`src/rtl/keypad_bcd_entry.sv`:
```
// 4x4 keypad scanner with debounce, feeding a 4-digit BCD entry register.
// One event per debounced press; digits shift in at the low nibble.
module keypad_bcd_entry #(
   parameter int SCAN_DIV    = 50_000,
   parameter int DEBOUNCE_MS = 20
) (
   input  logic        clk_50M,
   input  logic        rst_n,
   input  logic [3:0]  row_in,
   output logic [3:0]  col_out,
   output logic [3:0]  key_code,
   output logic        key_valid,
   output logic [15:0] disp_bcd
);

   localparam int DW = $clog2(SCAN_DIV);
   localparam int CW = $clog2(DEBOUNCE_MS + 1);

   typedef enum logic [1:0] {
      SCAN,
      DEBOUNCE,
      PRESS,
      RELEASE
   } state_t;

   state_t state_q, state_d;
   logic [3:0]    row_m_q, row_s_q;
   logic [DW-1:0] div_q, div_d;
   logic [3:0]    col_q, col_d;
   logic [3:0]    cand_q, cand_d;
   logic [CW-1:0] cnt_q, cnt_d;
   logic [CW-1:0] cnt_inc;
   logic [3:0]    code_q, code_d;
   logic          valid_q, valid_d;
   logic [15:0]   disp_q, disp_d;
   logic          tick;
   logic          done;

   function automatic logic [1:0] row_idx(input logic [3:0] r);
      if (!r[0])      return 2'd0;
      else if (!r[1]) return 2'd1;
      else if (!r[2]) return 2'd2;
      else            return 2'd3;
   endfunction

   function automatic logic [1:0] col_idx(input logic [3:0] c);
      case (c)
         4'b1110: return 2'd0;
         4'b1101: return 2'd1;
         4'b1011: return 2'd2;
         default: return 2'd3;
      endcase
   endfunction

   function automatic logic [3:0] key_map(input logic [1:0] r,
                                          input logic [1:0] c);
      case ({r, c})
         4'h0:    return 4'h1;
         4'h1:    return 4'h2;
         4'h2:    return 4'h3;
         4'h3:    return 4'hA;
         4'h4:    return 4'h4;
         4'h5:    return 4'h5;
         4'h6:    return 4'h6;
         4'h7:    return 4'hB;
         4'h8:    return 4'h7;
         4'h9:    return 4'h8;
         4'hA:    return 4'h9;
         4'hB:    return 4'hC;
         4'hC:    return 4'hE;
         4'hD:    return 4'h0;
         4'hE:    return 4'hF;
         default: return 4'hD;
      endcase
   endfunction

   function automatic logic [15:0] edit(input logic [3:0]  code,
                                        input logic [15:0] d);
      if (code <= 4'd9)      return {d[11:0], code};
      else if (code == 4'hA) return 16'h0000;
      else if (code == 4'hB) return {4'h0, d[15:4]};
      else                   return d;
   endfunction

   assign tick    = (div_q == DW'(SCAN_DIV - 1));
   assign cnt_inc = cnt_q + CW'(1);
   assign done    = (cnt_inc == CW'(DEBOUNCE_MS));
   assign div_d   = tick ? '0 : div_q + DW'(1);

   always_comb begin
      state_d = state_q;
      col_d   = col_q;
      cand_d  = cand_q;
      cnt_d   = cnt_q;
      code_d  = code_q;
      valid_d = 1'b0;
      disp_d  = disp_q;
      case (state_q)
         SCAN: begin
            if (tick) begin
               if (row_s_q == 4'hF) begin
                  col_d = {col_q[2:0], col_q[3]};
               end else begin
                  cand_d  = row_s_q;
                  cnt_d   = CW'(1);
                  state_d = DEBOUNCE;
               end
            end
         end
         DEBOUNCE: begin
            if (tick) begin
               if (row_s_q == cand_q) begin
                  cnt_d = cnt_inc;
                  // key_valid is registered, so it is raised on the way into PRESS
                  if (done) begin
                     cnt_d   = '0;
                     valid_d = 1'b1;
                     code_d  = key_map(row_idx(cand_q), col_idx(col_q));
                     state_d = PRESS;
                  end
               end else begin
                  cnt_d   = '0;
                  state_d = SCAN;
               end
            end
         end
         PRESS: begin
            disp_d  = edit(code_q, disp_q);
            cnt_d   = '0;
            state_d = RELEASE;
         end
         RELEASE: begin
            if (tick) begin
               if (row_s_q != 4'hF) begin
                  cnt_d = '0;
               end else if (done) begin
                  cnt_d   = '0;
                  state_d = SCAN;
               end else begin
                  cnt_d = cnt_inc;
               end
            end
         end
         default: state_d = SCAN;
      endcase
   end

   always_ff @(posedge clk_50M or negedge rst_n) begin
      if (!rst_n) begin
         row_m_q <= 4'hF;
         row_s_q <= 4'hF;
         div_q   <= '0;
         state_q <= SCAN;
         col_q   <= 4'b1110;
         cand_q  <= 4'hF;
         cnt_q   <= '0;
         code_q  <= 4'h0;
         valid_q <= 1'b0;
         disp_q  <= 16'h0000;
      end else begin
         row_m_q <= row_in;
         row_s_q <= row_m_q;
         div_q   <= div_d;
         state_q <= state_d;
         col_q   <= col_d;
         cand_q  <= cand_d;
         cnt_q   <= cnt_d;
         code_q  <= code_d;
         valid_q <= valid_d;
         disp_q  <= disp_d;
      end
   end

   assign col_out   = col_q;
   assign key_code  = code_q;
   assign key_valid = valid_q;
   assign disp_bcd  = disp_q;

endmodule

```
`config.mk`:
```
export PLATFORM = sky130hd
export DESIGN_NAME = keypad_bcd_entry
export DESIGN_NICKNAME = d
export VERILOG_FILES = /design/src/rtl/keypad_bcd_entry.sv
export SDC_FILE = /design/constraint.sdc
export NUM_CORES = 1
export LEC_CHECK = 0
export BUFFER_PORTS_ARGS = -buffer_cell sky130_fd_sc_hd__clkbuf_2
export CORE_AREA = 2 2 59 89
export DETAILED_ROUTE_END_ITERATION = 10
export DIE_AREA = 0 0 61 91
export PLACE_DENSITY = 0.83
export SETUP_SLACK_MARGIN = 0.2
export SLEW_MARGIN = 20
export SYNTH_ARGS = -nofsm -noshare
export SYNTH_HDL_FRONTEND = slang
export SYNTH_SLANG_ARGS = --single-unit
export TNS_END_PERCENT = 20
```
`constraint.sdc`:
```
create_clock -name clk_50M -period 6.2 [get_ports clk_50M]
set_clock_uncertainty 0.15 [all_clocks]
set_input_delay 0.62 -clock clk_50M [delete_from_list [all_inputs] [get_ports clk_50M]]
set_output_delay 0.62 -clock clk_50M [all_outputs]
set_load 0.01 [all_outputs]
```
==> flow_summary.toml <==
[worst_setup_path]
cp-end-kind = "flop"
reg2reg_from = "div_q[11]$_DFF_PN0_"
cp_num_buf_inv = 0
r2r_cells = 5
cp.required_ps = 6250
path_delay_family = "simple AND/OR/NAND/NOR gates"
cp_cell_sequence = "or4b_1 > nor4_2 > nand2_1 > nor2_1 > mux2_2"
worst-path-max-fanout = 13
max_stage_delay_ps = 840
arrival_ps = 3170
reg2reg_slack_ps = 3080
path_class = "reg2reg"
cp-start-kind = "flop"
worstReg2RegEnd = "col_out[0]$_DFFE_PN0P_"
critPathSlowestCell = "nor4_2"

[synth]
synthesis.instances = 278
synthAdderAreaFrac_pct = 2.14
ys_seq_area_share_pct = 51.9
synth_xor_xnor_area_share_pct = 5.38
synth_edf_count = 0
synthSimpleGateAreaFrac_pct = 19.3
synth_top_family_by_area = "simple AND/OR/NAND/NOR gates"
synth_warnings = 0
synth_common_cells = "dfrtp_1 (45), nand2_1 (30), nor2_1 (18)"
synth_top_area_share_pct = 38.5
synth_top_area_cell = "dfrtp_1"
synthDistinctLibCells = 51
synth_compound_area_share_pct = 15.1
syn_area_um2 = 2930
ys_ff_latch = 60
synth_mux_area_share_pct = 4.15
synth_ff_type = "dfrtp_1"
async_flop_share_pct = 100
ys_top_cells_by_area = "dfrtp_1 (38%), dfstp_2 (13%), xor2_1 (3.9%)"
avgSynthCellArea_um2 = 10.5
yosysMostFrequentCell = "dfrtp_1"
syn-num-nets = 289

[clocking]
cts_setup_buffers = 0
h-tree-depth = 3
path_clk_slew_ps = 60
cts_hold_repair.buffers = 0
cts_tree = "done"
ctsLongestPathBuffers = 2
post_cts_resized = 0
clk_latency_ps = 330
cts_root_buf = "clkbuf_8"
clock-sinks = 60
cts_buffers = 9

[cells_and_area]
drive_gt1_share_pct = 25.2
areaGrowthSynthToFinish_pct = 13.7
fin_nets = 324
fill_cells = 383
multi_input_area_um2 = 1360
diodes = 0
stdcell_area_um2 = 3330
regArea_um2 = 1520
utilization_pct = 69.8

[grt]
grt_pass1_vias = 2257
met2_usage_pct = 39.2
use_met3_pct = 6.55
met1_usage_pct = 24.5
grt_pass1_wl_um = 9650
grt_use_total_pct = 23.2
grt_max_degree = 61
antenna_found_initial = 0
grt-ovfl-total = 0
grt-busiest-layer = "met2"

[worst_hold_path]
min_path_type = "reg2reg"
holdCritStartpoint = "row_m_q[1]$_DFF_PN1_"
hold_depth = 0
hold_end = "row_s_q[1]$_DFF_PN1_"

[sta]
setup_viol = 0
relSlewSlack_pct = 36.2
fin_crit_ps = 3120
finalMaxSlewViolations = 0
tightest_slew_ps = 949
rsz0062_at_grt = "no"
max_freq_mhz = 321
fin_crit_sh_pct = 50.3
fin_setup_tns_ps = 0
finalHoldViolations = 0

[drt]
antenna_violating_nets_post_route = 0
first_pass_iters = 4
wire_per_inst_um = 14.6
vias = 2251
avgViaCountPerCell = 5.86
drc = 0
drt_iter0_drc = 112
routed_wl_um = 5610

[power]
pwr-share-clk_pct = 43.4
leakagePower_nw = 1.49
swShare_pct = 20.4
p_sw_w = 0.000148
p_int_w = 0.000576
pwr-share-comb_pct = 1.6
ir_worst_vdd_mv = 0.154
powerDensity_nw_per_um2 = 217
seqPwrFrac_pct = 55.0

[floorplanning]
die_h_um = 91
core.rowCount = 31
start_util_pct = 61.4
io_pins = 31
die-area_um2 = 5550
core_area_um2 = 4770
die_w_um = 61

[run]
max_cap_viol_count = 0

[run_status]
outcome = "finished, final reports clean"

[place]
portBuffers = 30
placed_area_um2 = 3150
hpwl_um = 4060
place_congestion = 0.889
==> area by class of cell <==
cell class | instances | share of cell area, %
timing repair buffer | 31 | 4.74
sequential | 60 | 45.7
clock buffer | 14 | 5.19
inverter | 8 | 0.902
multi-input combinational | 203 | 40.7
tap | 66 | 2.48
clock inverter | 2 | 0.301
==> cell usage in the layout, fill, tap and decap left out, types with 6 or more instances in the layout <==
master / Yosys / layout
dfstp_2: 15 / 15
mux2_2: 9 / 9
o21ai_0: 15 / 15
dfrtp_1: 45 / 45
clkbuf_8: 0 / 12
xor2_1: 13 / 13
nand2_1: 30 / 30
a21oi_1: 13 / 13
clkbuf_2: 0 / 30
a22oi_1: 9 / 9
nor2_1: 18 / 18
a22o_1: 6 / 6
nor2b_1: 10 / 10
inv_1: 8 / 8
nand3_1: 11 / 11
==> power groups by stage <==
stage	registers [W]	logic, W	clock network (W)
5_1_grt	0.000399	0.0000132	0.000341
6_report	0.000399	0.0000112	0.000314
3_5_place_dp	0.000405	0.0000119	0
2_1_floorplan	0.000405	0.00000198	0
4_1_cts	0.000399	0.0000119	0.000322
3_3_place_gp	0.000405	0.0000116	0
==> flip-flops by register name (all words and copies together), names as in the netlist, 4 cells and up, named ones only <==
| signal | flops |
|---|---|
| cand_q | 4 |
| disp_bcd | 16 |
| col_out | 4 |
| row_m_q | 4 |
| key_code | 4 |
| row_s_q | 4 |
| div_q | 16 |
| cnt_q | 5 |
==> worst max-delay path by stage <==
stage	start	endpoint	slack [ps]	cells past startpoint
final	div_q[11]$_DFF_PN0_	col_out[0]$_DFFE_PN0P_	3080	5
after global routing	div_q[11]$_DFF_PN0_	col_out[0]$_DFFE_PN0P_	2820	5
after detailed placement	div_q[11]$_DFF_PN0_	col_out[0]$_DFFE_PN0P_	3050	5
after global placement	div_q[11]$_DFF_PN0_	col_out[0]$_DFFE_PN0P_	3150	5
after floorplan	col_out[3]$_DFFE_PN1P_	key_code[1]$_DFFE_PN0P_	3410	8
after CTS	div_q[11]$_DFF_PN0_	col_out[0]$_DFFE_PN0P_	3040	5
==> layer usage <==
layer / up-vias / routed length [um]
met5: - / 0
met4: 0 / 206
met3: 17 / 168
met2: 48 / 2980
met1: 1109 / 2260
li1: 1077 / -
==> stage by stage <==
step	hold slack (ps)	setup slack [ps]	cells	power (W)
2_1_floorplan	174	3410	278	0.000407
6_report	204	3080	384	0.000724
4_1_cts	206	3040	384	0.000733
3_3_place_gp	196	3150	368	0.000417
3_5_place_dp	197	3050	368	0.000417
5_1_grt	202	2820	384	0.000753
==> logic make-up after synthesis <==
| kind of cell | Yosys count |
|---|---|
| and+or+nand+nor | 103 |
| AOI/OAI and AO/OA | 66 |
| adders and majority gates | 5 |
| xor gates and xnor gates | 18 |
| DFF | 60 |
| muxes | 11 |
| buffers and inverters | 15 |
No activity file was read; power rests on OpenSTA's default activity.
